<file path="config.mk">
export PLATFORM = sky130hd
export DESIGN_NAME = lsu1_c
export DESIGN_NICKNAME = d
export VERILOG_FILES = /design/src/rtl/lsu1_c.sv
export SDC_FILE = /design/constraint.sdc
export NUM_CORES = 1
export LEC_CHECK = 0
export CORE_ASPECT_RATIO = 1.4
export CORE_MARGIN = 1
export CORE_UTILIZATION = 40
export CTS_CLUSTER_SIZE = 10
export DETAILED_ROUTE_END_ITERATION = 8
export PLACE_DENSITY = 0.81
export SYNTH_ARGS = -nofsm -noshare
export SYNTH_HDL_FRONTEND = slang
export SYNTH_SLANG_ARGS = --single-unit
</file>
<file path="constraint.sdc">
create_clock -name clk -period 5.85 [get_ports clk]
set_input_delay 1.755 -clock clk [delete_from_list [all_inputs] [get_ports clk]]
set_output_delay 1.755 -clock clk [all_outputs]
set_load 0.01 [all_outputs]
</file>
<file path="src/rtl/lsu1_c.sv">
// lsu1_c: first load/store stage; issues one data-bus transaction per memory op (ports: clk, rst, flush, ex_ls_*, ex_rt_data, ex_has_exception, data_* bus, lsu1_stall_req, lsu1_load_valid, lsu1_load_data)
module lsu1_c #(
  parameter bit STORE_WAIT_DATA_OK = 1'b1
) (
  input  logic        clk,
  input  logic        rst,
  input  logic        flush,
  input  logic        ex_ls_ena,
  input  logic [3:0]  ex_ls_sel,
  input  logic [31:0] ex_ls_addr,
  input  logic [31:0] ex_rt_data,
  input  logic        ex_has_exception,
  output logic        data_req,
  output logic        data_wr,
  output logic [1:0]  data_size,
  output logic [31:0] data_addr,
  output logic [3:0]  data_wstrb,
  output logic [31:0] data_wdata,
  input  logic        data_addr_ok,
  input  logic        data_data_ok,
  input  logic [31:0] data_rdata,
  output logic        lsu1_stall_req,
  output logic        lsu1_load_valid,
  output logic [31:0] lsu1_load_data
);
  typedef enum logic [2:0] {IDLE, REQ, WAIT, DONE, DRAIN} state_t;
  state_t state, state_n;
  logic [3:0] sel_r;
  logic in_valid, st_fast, ld_cap;
  logic [3:0] wstrb_n;
  logic [31:0] wdata_n, ld;
  logic [7:0] rb;
  logic [15:0] rh;
  assign in_valid = ex_ls_ena & ~ex_has_exception & ~flush;
  assign st_fast = sel_r[3] & ~STORE_WAIT_DATA_OK;
  assign data_wr = sel_r[3];
  assign data_req = state == REQ;
  assign lsu1_stall_req = (state == IDLE & in_valid) | state == REQ | state == WAIT | state == DRAIN;
  assign lsu1_load_valid = state == DONE & ~sel_r[3] & ~flush;
  assign ld_cap = ((state == REQ & data_addr_ok) | state == WAIT) & data_data_ok & ~sel_r[3];
  always_comb begin
    wstrb_n = ~ex_ls_sel[3] ? 4'h0 : ex_ls_sel[1] ? 4'hf : ex_ls_sel[0] ? (ex_ls_addr[1] ? 4'hc : 4'h3) : 4'b0001 << ex_ls_addr[1:0];
    wdata_n = ex_ls_sel[1] ? ex_rt_data : ex_ls_sel[0] ? {2{ex_rt_data[15:0]}} : {4{ex_rt_data[7:0]}};
    rb = data_rdata[{data_addr[1:0], 3'b000} +: 8];
    rh = data_addr[1] ? data_rdata[31:16] : data_rdata[15:0];
    ld = sel_r[2] ? data_rdata : sel_r[1] ? {{16{rh[15] & ~sel_r[0]}}, rh} : {{24{rb[7] & ~sel_r[0]}}, rb};
    state_n = state == IDLE ? (in_valid ? REQ : IDLE)
            : state == REQ ? (data_addr_ok ? (flush ? (data_data_ok ? IDLE : DRAIN) : (data_data_ok | st_fast) ? DONE : WAIT) : flush ? IDLE : REQ)
            : state == WAIT ? (data_data_ok ? (flush ? IDLE : DONE) : flush ? DRAIN : WAIT)
            : state == DRAIN ? (data_data_ok ? IDLE : DRAIN) : IDLE;
  end
  always_ff @(posedge clk or posedge rst) begin
    if (rst) begin
      state <= IDLE;
      sel_r <= '0;
      data_size <= '0;
      data_addr <= '0;
      data_wstrb <= '0;
      data_wdata <= '0;
      lsu1_load_data <= '0;
    end else begin
      state <= state_n;
      if (state == IDLE & in_valid) begin
        sel_r <= ex_ls_sel;
        data_size <= ex_ls_sel[3] ? ex_ls_sel[1:0] : ex_ls_sel[2:1];
        data_addr <= ex_ls_addr;
        data_wstrb <= wstrb_n;
        data_wdata <= wdata_n;
      end
      if (ld_cap) lsu1_load_data <= ld;
    end
  end
endmodule

</file>
* Word level (Yosys, flattened, before mapping) *
Index checks and enable logic that the tools add are counted.

storage, ports and cells
  word-level logic and storage cells = 55
  flip-flop bits (word level) = 109
  input bits = 107
  output and inout port bits = 106

cells by class
  bitwise logic cells = 18
  shift operators = 2
  eq/ne operators = 4
  reductions and logical operators = 1
  multiplexer cells = 23

operators with widths
  cell                 number
  $mux 32              4
  $shiftx 32x6->8      1
  $mux 3               9
  $mux 16              1
  $mux 4               4
  $and 1x1->1          10
  $eq 3x2->1 const B   2
  $mux 2               2
  $not 1->1            4
  $or 1x1->1           4
  $shl 1x2->4 const A  1
  $eq 3x1->1 const B   1
  $eq 3x3->1 const B   1
  $logic_not 3->1      1
  $mux 1               3

* Depth between registers and ports, before layout *
Gate-level depths: netlist of run 1.

  word-level depth = 7
  depth in mapped cells = 7
  gate-level depth less buffers = 4

* Worst setup path after synthesis of run 1 *
No wires, ideal clock.

  path type = in2out
  start = input port flush
  end = output port lsu1_stall_req
  cell stages on the path = 5
  data arrival time = 2706 ps
  setup slack = 1389 ps
  required time = 4095 ps
  buffers on the path = 2
  cells stage by stage = nor4b_1 > nand2_1 > buf_2 > clkbuf_1 > nand3_1

between the ends
  cells in the longest elaborated chain, start to end = 6

ends and longest elaborated chain
  element                  line  source
  from (decl)              7     input logic flush,
  $not 1->1                34    assign in_valid = ex_ls_ena & ~ex_has_exception & ~flush;
  $and 1x1->1              34
  $and 1x1->1              38    assign lsu1_stall_req = (state == IDLE & in_valid) | state == REQ | state == WAIT | state == DRAIN;
  $or 1x1->1 (3 in a row)  38
  to (decl)                22    output logic lsu1_stall_req,

No other way between the ends.

* Final worst setup path of run 1 *
Same ends and word-level chain as after synthesis.

==> impl_metrics.toml, run 1 <==
[run_status]
status = "completed"

[global_routing]
grt_pass1_wl_um = 22710
antenna_found_initial = 0
grt_use_met1_pct = 24.26
grt_pass1_vias = 4541
grt_max_degree = 107
met3_usage_pct = 4.644
grt-ovfl-total = 0
busiest_layer = "met2"
use_met2_pct = 38.54
grt_use_total_pct = 21.62

[sta]
fin_crit_sh_pct = 89.99
finClkSkew_ps = 9.554
whs_ps = 480.3
period_needed_ps = 5265
timing.fmax_mhz = 189.9
maxSlewViolCount = 0
worst_slack_ps = 585.4
worst_pin_slew_ps = 1089
setup_viol = 0
slew_headroom_pct = 27.40
hold_viol_final = 0
rsz0062_at_grt = "false"
tns_ps = 0

[logic_synthesis]
yosysSeqAreaShare_pct = 53.52
ys.warnings.count = 0
ys_dominant_reg_cell = "dfrtp_1"
ys_types = 36
async_reset_ff_share_pct = 100.0
synth_edf_count = 0
synth_area_per_cell_um2 = 10.46
synthCells = 487
synth_area_um2 = 5096
ys_seq_elements = 109
synth_nets = 594

[critical_path]
r2r_setup_slack_ps = 3430
start_kind = "input port"
crit_chain = "clkdlybuf4s50_1, nor4b_1, nand2_4, nand3_1, clkdlybuf4s50_1"
r2r_end = "lsu1_load_data[27]"
critPathMostFrequentCell = "clkdlybuf4s50_1"
arrival_ps = 3510
r2r_cells = 4
crit_type = "in2out"
r2r_start = "state[0]"
crit_required_ps = 4090
end_kind = "output port"
critPathBufInv = 2
worst_path_dominant_cell_family = "buffers and inverters"
cpMaxStageDelayCell = "nor4b_1"
cp_max_fo = 5
worst_path_largest_cell_delay_ps = 560

[route]
firstDrtPassIters = 5
viasPerCell = 5.357
routed_wl_um = 14330
drc = 0
wire_per_inst_um = 17.24
drtIter0Drc = 161
drtAntennaViolNets = 0
num_vias = 4452

[hold_path]
min_to = "data_wdata[22]"
whs_path_depth = 2
hp-class = "reg2reg"
hold_path_startpoint = "data_wdata[22]"

[clock_network]
ctsHoldBuffers = 0
cts_resized = 0
htreeDepth = 3
clock_sinks = 109
clk_latency_ps = 350
cts_buffers = 9
cts_tree = "yes"
clockBufferDepth = 2
clk_pin_slew_worst_paths_ps = 70
clock-root-buffer = "clkbuf_16"
post_cts_buffers = 0

[placed_design]
dp_hpwl_um = 10610
postPlaceCellArea_um2 = 7281
dp_slack_ps = 614.4
gp_congestion = 0.8387
port_buffers = 212

[finish]
diodes = 0
finish.utilization_pct = 61.21
layout.nets = 783
multi_input_area_um2 = 2196
fill_cells = 1056
drive_gt1_share_pct = 12.92
layout_common_cells = "212 x clkdlybuf4s50_1, 109 x dfrtp_1, 70 x nand2_1"
areaGrowthSynthToFinish_pct = 48.59
final_common_cell = "clkdlybuf4s50_1"
design_area_um2 = 7572
seqCellArea_um2 = 2728

[power_and_ir_drop]
ir_worst_vdd_mv = 0.1690
power_density_nw_per_um2 = 405.5
p_leak_nw = 3.248

[floorplanning]
initial_utilization_pct = 41.19
die_area_um2 = 13200
die_height_um = 135.6
die_w_um = 97.40
rows = 48
core_area_um2 = 12370
io_pins = 213

[job]
max_cap_viol_count = 0
[where the power goes]
part | internal, mW | switching (mW)
registers | 1.03 | 0.190
clock network | 0.333 | 0.277
logic | 0.733 | 0.513
total | 2.09 | 0.979
[layer usage]
layer	vias to the layer above	routed length, µm
met4	0	467
li1	2073	-
met3	34	1096
met2	212	7486
met1	2133	5278
met5	-	0
[worst register-to-register path: stages, from the launching register on]
cell and delay [ps]:
dfrtp_1 410, and2b_2 280, o211ai_4 730, or4_1 690
nand3_1 150
[through the flow]
step                      power, mW  std cells
after global placement        2.434        815
after global routing          3.247        831
final                         3.071        831
after CTS                     3.097        831
after floorplan               1.738        487
after detailed placement      2.481        815
[registers in the layout (all words and copies together) (netlist names)]
signal,flops
data_addr,32
data_wdata,32
lsu1_load_data,32
data_wstrb,4
sel_r,4
state,3
data_size,2
[Yosys cell counts (all sizes together), types with 3 or more instances]
library cell | number | area (µm²)
nor2 | 19 | 73.82
a31o | 7 | 61.31
nand3 | 40 | 250.2
and2 | 7 | 43.79
buf | 11 | 63.81
nor2b | 32 | 200.2
inv | 4 | 15.01
nand2 | 71 | 266.5
mux2i | 12 | 120.1
a21oi | 19 | 95.09
a22oi | 8 | 60.06
clkbuf | 27 | 101.4
o31ai | 17 | 127.6
a22o | 3 | 26.28
nand2b | 4 | 25.02
dfrtp | 109 | 2728
a211oi | 8 | 60.06
o21ai | 32 | 160.2
mux2 | 45 | 506.7
[cells by family after synthesis]
kind of cell	Yosys count	synth area share, %
AOI/OAI and AO/OA	97	12.40
buffers and inverters	42	3.535
DFF	109	53.52
muxes	57	12.30
and+or+nand+nor	182	18.24
[cell type report]
type                            instances  area share [%]
Sequential cell                       109           36.02
Inverter                                4          0.2313
Tap cell                              150           2.479
Clock inverter                          6          0.8262
Clock buffer                           10           3.024
Timing Repair Buffer                  216           28.42
Multi-Input combinational cell        336           29.00
[worst max path at each step]
stage / slack [ps] / from / to / cells past startpoint
3_3_place_gp: 660 / flush / lsu1_stall_req / 5
3_5_place_dp: 610 / flush / lsu1_stall_req / 5
4_1_cts: 600 / flush / lsu1_stall_req / 5
2_1_floorplan: 1220 / rst / data_addr[0] / 1
5_1_grt: 460 / flush / lsu1_stall_req / 5
6_report: 590 / flush / lsu1_stall_req / 5
No activity file was read; power rests on OpenSTA's default activity.
==> inputs of run 2 (changes only) <==
--- a/config.mk
+++ b/config.mk
@@ -10,7 +10,9 @@
 export CORE_UTILIZATION = 40
 export CTS_CLUSTER_SIZE = 10
 export DETAILED_ROUTE_END_ITERATION = 8
-export PLACE_DENSITY = 0.81
+export DONT_BUFFER_PORTS = 1
+export PLACE_DENSITY = 0.59
+export SLEW_MARGIN = 20
 export SYNTH_ARGS = -nofsm -noshare
 export SYNTH_HDL_FRONTEND = slang
 export SYNTH_SLANG_ARGS = --single-unit
==> run 2 against run 1 <==
- critical path type unchanged
- largest cell class unchanged
- register-to-register slack gained 30 ps
- global-route usage fell by 2.7 points
- hold slack improved by 75 ps
- total power shrank 19%
- via count decreased by 19%
==> impl_metrics.toml, run 2 (synthesis gave the netlist of run 1 again) <==
[critical_path]
path_depth = 3
crit_required_ps = 4090
r2r_start = "state[0]"
arrival_ps = 2430
setup.worst_path.start = "flush"
r2r_end = "lsu1_load_data[28]"
cpMaxStageDelayCell = "nor4b_1"
worst_path_largest_cell_delay_ps = 470
r2r_cells = 4
start_kind = "input port"
cp_max_fo = 5
end_kind = "output port"
worst_path_dominant_cell_family = "simple AND/OR/NAND/NOR gates"
critPathBufInv = 0
crit_type = "in2out"
crit_end = "lsu1_stall_req"
r2r_setup_slack_ps = 3460
crit_chain = "nor4b_1, nand2_4, nand3_1"

[clock_network]
clk_pin_slew_worst_paths_ps = 70
cts_resized = 0
cts_tree = "yes"
post_cts_buffers = 0
htreeDepth = 3
ctsHoldBuffers = 0
clock_sinks = 109
clock-root-buffer = "clkbuf_16"
clk_latency_ps = 340
clockBufferDepth = 2
cts_buffers = 9

[global_routing]
grt_max_degree = 107
met3_usage_pct = 6.502
grt_pass1_vias = 3682
grt_use_met1_pct = 20.43
grt_pass1_wl_um = 19720
grt-ovfl-total = 0
busiest_layer = "met2"
use_met2_pct = 32.52
antenna_found_initial = 0
grt_use_total_pct = 18.95

[finish]
finish.utilization_pct = 44.27
layout_common_cells = "109 x dfrtp_1, 70 x nand2_1, 45 x mux2_2"
drive_gt1_share_pct = 18.80
seqCellArea_um2 = 2728
layoutNonFillerInstCount = 618
areaGrowthSynthToFinish_pct = 7.464
layout.nets = 570
design_area_um2 = 5477
final_common_cell = "dfrtp_1"
fill_cells = 1170
multi_input_area_um2 = 2196
diodes = 0
largest_registers = "data_addr x32, data_wdata x32, lsu1_load_data x32"

[placed_design]
dp_hpwl_um = 9021
postPlaceCellArea_um2 = 5144
port_buffers = 0
gp_congestion = 0.8244
placedCellCount = 601
dp_slack_ps = 1662

[sta]
fin_crit_sh_pct = 71.53
rsz0062_at_grt = "false"
worst_slack_ps = 1665
whs_ps = 555.5
worst_pin_slew_ps = 998.8
maxSlewViolCount = 0
hold_viol_final = 0
setup_viol = 0
period_needed_ps = 4185
finClkSkew_ps = 6.196
tns_ps = 0
slew_headroom_pct = 33.28
timing.fmax_mhz = 239.0

[job]
max_cap_viol_count = 0

[floorplanning]
initial_utilization_pct = 41.19
rows = 48
die_w_um = 97.40
die_area_um2 = 13200
die_height_um = 135.6
io_pins = 213
core_area_um2 = 12370

[route]
drtAntennaViolNets = 0
viasPerCell = 5.841
routed_wl_um = 12410
drtIter0Drc = 99
wire_per_inst_um = 20.07
drc = 0
firstDrtPassIters = 4
num_vias = 3610

[power_and_ir_drop]
ir_worst_vdd_mv = 0.1928
p_total_mw = 2.492
p_leak_nw = 2.439
power_density_nw_per_um2 = 455.1

[run_status]
status = "completed"

[hold_path]
hp-class = "reg2reg"
run 2: changes by cell type in the layout (fill, tap and decap cells not counted):
cell / previous run / this run
clkinvlp_4: 0 / 1
clkinv_2: 3 / 1
clkinv_4: 1 / 0
buf_16: 0 / 1
buf_4: 4 / 2
inv_6: 1 / 3
clkbuf_1: 1 / 0
inv_8: 0 / 1
clkdlybuf4s50_1: 212 / 0
run 2: where the power goes:
part	total, mW	leakage [nW]	internal (mW)	switching, mW
Combinational	0.458	0.951	0.231	0.228
Clock	0.634	0.149	0.339	0.294
Sequential	1.40	1.34	1.03	0.373
Total	2.49	2.44	1.60	0.896
run 2: routing by layer:
metal  vias up  wire length [µm]
li1       1643                 -
met1      1777              4381
met2       161              6414
met3        29              1143
met4         0               465
met5         -                 0
run 2: worst min-delay path by stage:
stage | start | to | slack, ps | cells past startpoint
final | data_wdata[17] | data_wdata[17] | 560 | 2
after global routing | data_wdata[18] | data_wdata[18] | 590 | 2
after CTS | data_wdata[29] | data_wdata[29] | 560 | 2
after detailed placement | data_wdata[29] | data_wdata[29] | 540 | 2
after global placement | data_wdata[13] | data_wdata[13] | 540 | 2
after floorplan | sel_r[0] | sel_r[0] | 490 | 1
run 2: layout make-up:
cell class                      instances  area share [%]
Clock inverter                          7           1.462
Timing Repair Buffer                    3          0.7768
Inverter                                4          0.3199
Sequential cell                       109           49.81
Tap cell                              150           3.427
Multi-Input combinational cell        336           40.10
Clock buffer                            9           4.112
run 2: tightest hold or removal path: stages, from the launching register on:
cell	delay, ps
dfrtp_1	400
nand2_1	60
o21ai_0	60
==> inputs of run 3 (changes only) <==
==> constraint.sdc (replaced) <==
create_clock -name clk -period 4 [get_ports clk]
set_input_delay 1.2 -clock clk [delete_from_list [all_inputs] [get_ports clk]]
set_output_delay 1.2 -clock clk [all_outputs]
set_load 0.01 [all_outputs]
==> run 3 against run 2 <==
- clock-buffer cell count increased by 1
- largest power group unchanged
- hold slack got worse by 2.4 ps
- first-iteration DRC count increased by 73%
- core utilization increased by 0.081 points
- non-clock buffer count increased by 2
- sequential power increased by 46%
- routed wire length decreased by 0.64%
- total power increased by 46%
- clock power increased by 47%
- worst setup slack got worse by 760 ps
==> impl_metrics.toml, run 3 (synthesis gave the netlist of run 1 again) <==
[run_status]
status = "completed"

[critical_path]
arrival_ps = 1890
crit_chain = "nor4b_1, nand2_4, nand3_1"
cpMaxStageDelayCell = "nor4b_1"
start_kind = "input port"
crit_type = "in2out"
cp_max_fo = 5
end_kind = "output port"
crit_required_ps = 2800
worst_path_largest_cell_delay_ps = 470

[placed_design]
port_buffers = 0
gp_congestion = 0.8275
postPlaceCellArea_um2 = 5167
dp_hpwl_um = 8981

[sta]
timing.fmax_mhz = 323.6
worst_pin_slew_ps = 930.1
whs_ps = 553.1
finClkSkew_ps = 9.934
rsz0062_at_grt = "false"
setup_viol = 0
maxSlewViolCount = 0
fin_crit_sh_pct = 77.25
tns_ps = 0
slew_headroom_pct = 37.87
hold_viol_final = 0
period_needed_ps = 3090

[finish]
areaGrowthSynthToFinish_pct = 7.660
layout.nets = 572
design_area_um2 = 5487
final_common_cell = "dfrtp_1"
largest_registers = "data_addr x32, data_wdata x32, lsu1_load_data x32"
layout_common_cells = "109 x dfrtp_1, 70 x nand2_1, 45 x mux2_2"
diodes = 0
drive_gt1_share_pct = 19.15
fill_cells = 1156

[route]
drc = 0
wire_per_inst_um = 19.88
routed_wl_um = 12330
firstDrtPassIters = 4
viasPerCell = 5.734
drtAntennaViolNets = 0
num_vias = 3555
drtIter0Drc = 171

[floorplanning]
io_pins = 213
core_area_um2 = 12370
initial_utilization_pct = 41.19
die_area_um2 = 13200
die_w_um = 97.40
rows = 48
die_height_um = 135.6

[clock_network]
cts_resized = 0
clk_pin_slew_worst_paths_ps = 70
clock_sinks = 109
cts_tree = "yes"
clk_latency_ps = 340
post_cts_buffers = 0
htreeDepth = 3
ctsHoldBuffers = 0
cts_buffers = 9
clock-root-buffer = "clkbuf_16"
clockBufferDepth = 2

[power_and_ir_drop]
ir_worst_vdd_mv = 0.2613
pwr-share-seq_pct = 56.0
swShare_pct = 35.43
p_clk_share_pct = 25.6
p_int_mw = 2.355
p_leak_nw = 2.444
p_sw_mw = 1.292
power_density_nw_per_um2 = 664.8
combPwrFrac_pct = 18.4

[global_routing]
grt_pass1_vias = 3823
grt-ovfl-total = 0
grt_max_degree = 107
antenna_found_initial = 0
grt_use_total_pct = 18.91
grt_pass1_wl_um = 19670

[job]
max_cap_viol_count = 0

[hold_path]
hp-class = "reg2reg"
run 3: cell types whose count changed in the layout (fill, tap and decap cells not counted):
| cell | previous run | this run |
|---|---|---|
| buf_16 | 1 | 0 |
| buf_4 | 2 | 4 |
| buf_6 | 0 | 1 |
| clkbuf_8 | 0 | 1 |
| clkinv_2 | 1 | 0 |
| clkinv_4 | 0 | 1 |
| inv_4 | 1 | 0 |
run 3: layout make-up:
type,instances,area [µm²],share of cell area [%]
clock buffer,10,239.0,4.356
clock inverter,6,76.32,1.391
inverter,4,18.77,0.3421
multi-input combinational,336,2196,40.02
sequential,109,2728,49.72
tap,150,187.7,3.421
timing repair buffer,5,41.29,0.7526
run 3: critical path: cells and delay by family:
kind	cells	cell delay, ps
and+or+nand+nor	3	690
run 3: power by group through the flow:
| stage | clock [mW] | sequential, mW | combinational (mW) |
|---|---|---|---|
| 2_1_floorplan | 0 | 1.91 | 0.633 |
| 3_5_place_dp | 0 | 2.07 | 0.683 |
| 5_1_grt | 1.00 | 2.10 | 0.774 |
| 3_3_place_gp | 0 | 2.06 | 0.649 |
| 6_report | 0.934 | 2.04 | 0.670 |
| 4_1_cts | 0.968 | 2.05 | 0.682 |
run 3: through the flow:
stage	total power [mW]	worst slack [ps]	utilization, %	instances
floorplan	2.543	649.3	-	487
global placement	2.710	924.0	41.77	604
detailed placement	2.754	904.4	41.77	604
CTS	3.702	904.8	44.32	620
global route	3.878	846.4	44.35	620
finish	3.647	910.1	44.35	620
run 3: routing by layer:
layer | GRT usage, % | part of all wire, % | vias to the layer above
li1 | - | - | 1657
met1 | 19.99 | 36 | 1735
met2 | 34.34 | 53 | 150
met3 | 6.863 | 9.9 | 13
met4 | 6.863 | 1.7 | 0
met5 | 0 | 0 | -
run 3: worst paths after layout:
kind	from	endpoint	slack, ps	depth (start not counted)
worst max-delay path	flush	lsu1_stall_req	910	3
worst min-delay path	data_size[1]	data_size[1]	550	2
worst max register to register	data_addr[1]	lsu1_load_data[29]	1650	4
worst min register to register	data_size[1]	data_size[1]	550	2
max in group asynchronous	rst	sel_r[3]	2440	2
min in group asynchronous	rst	data_addr[12]	900	2
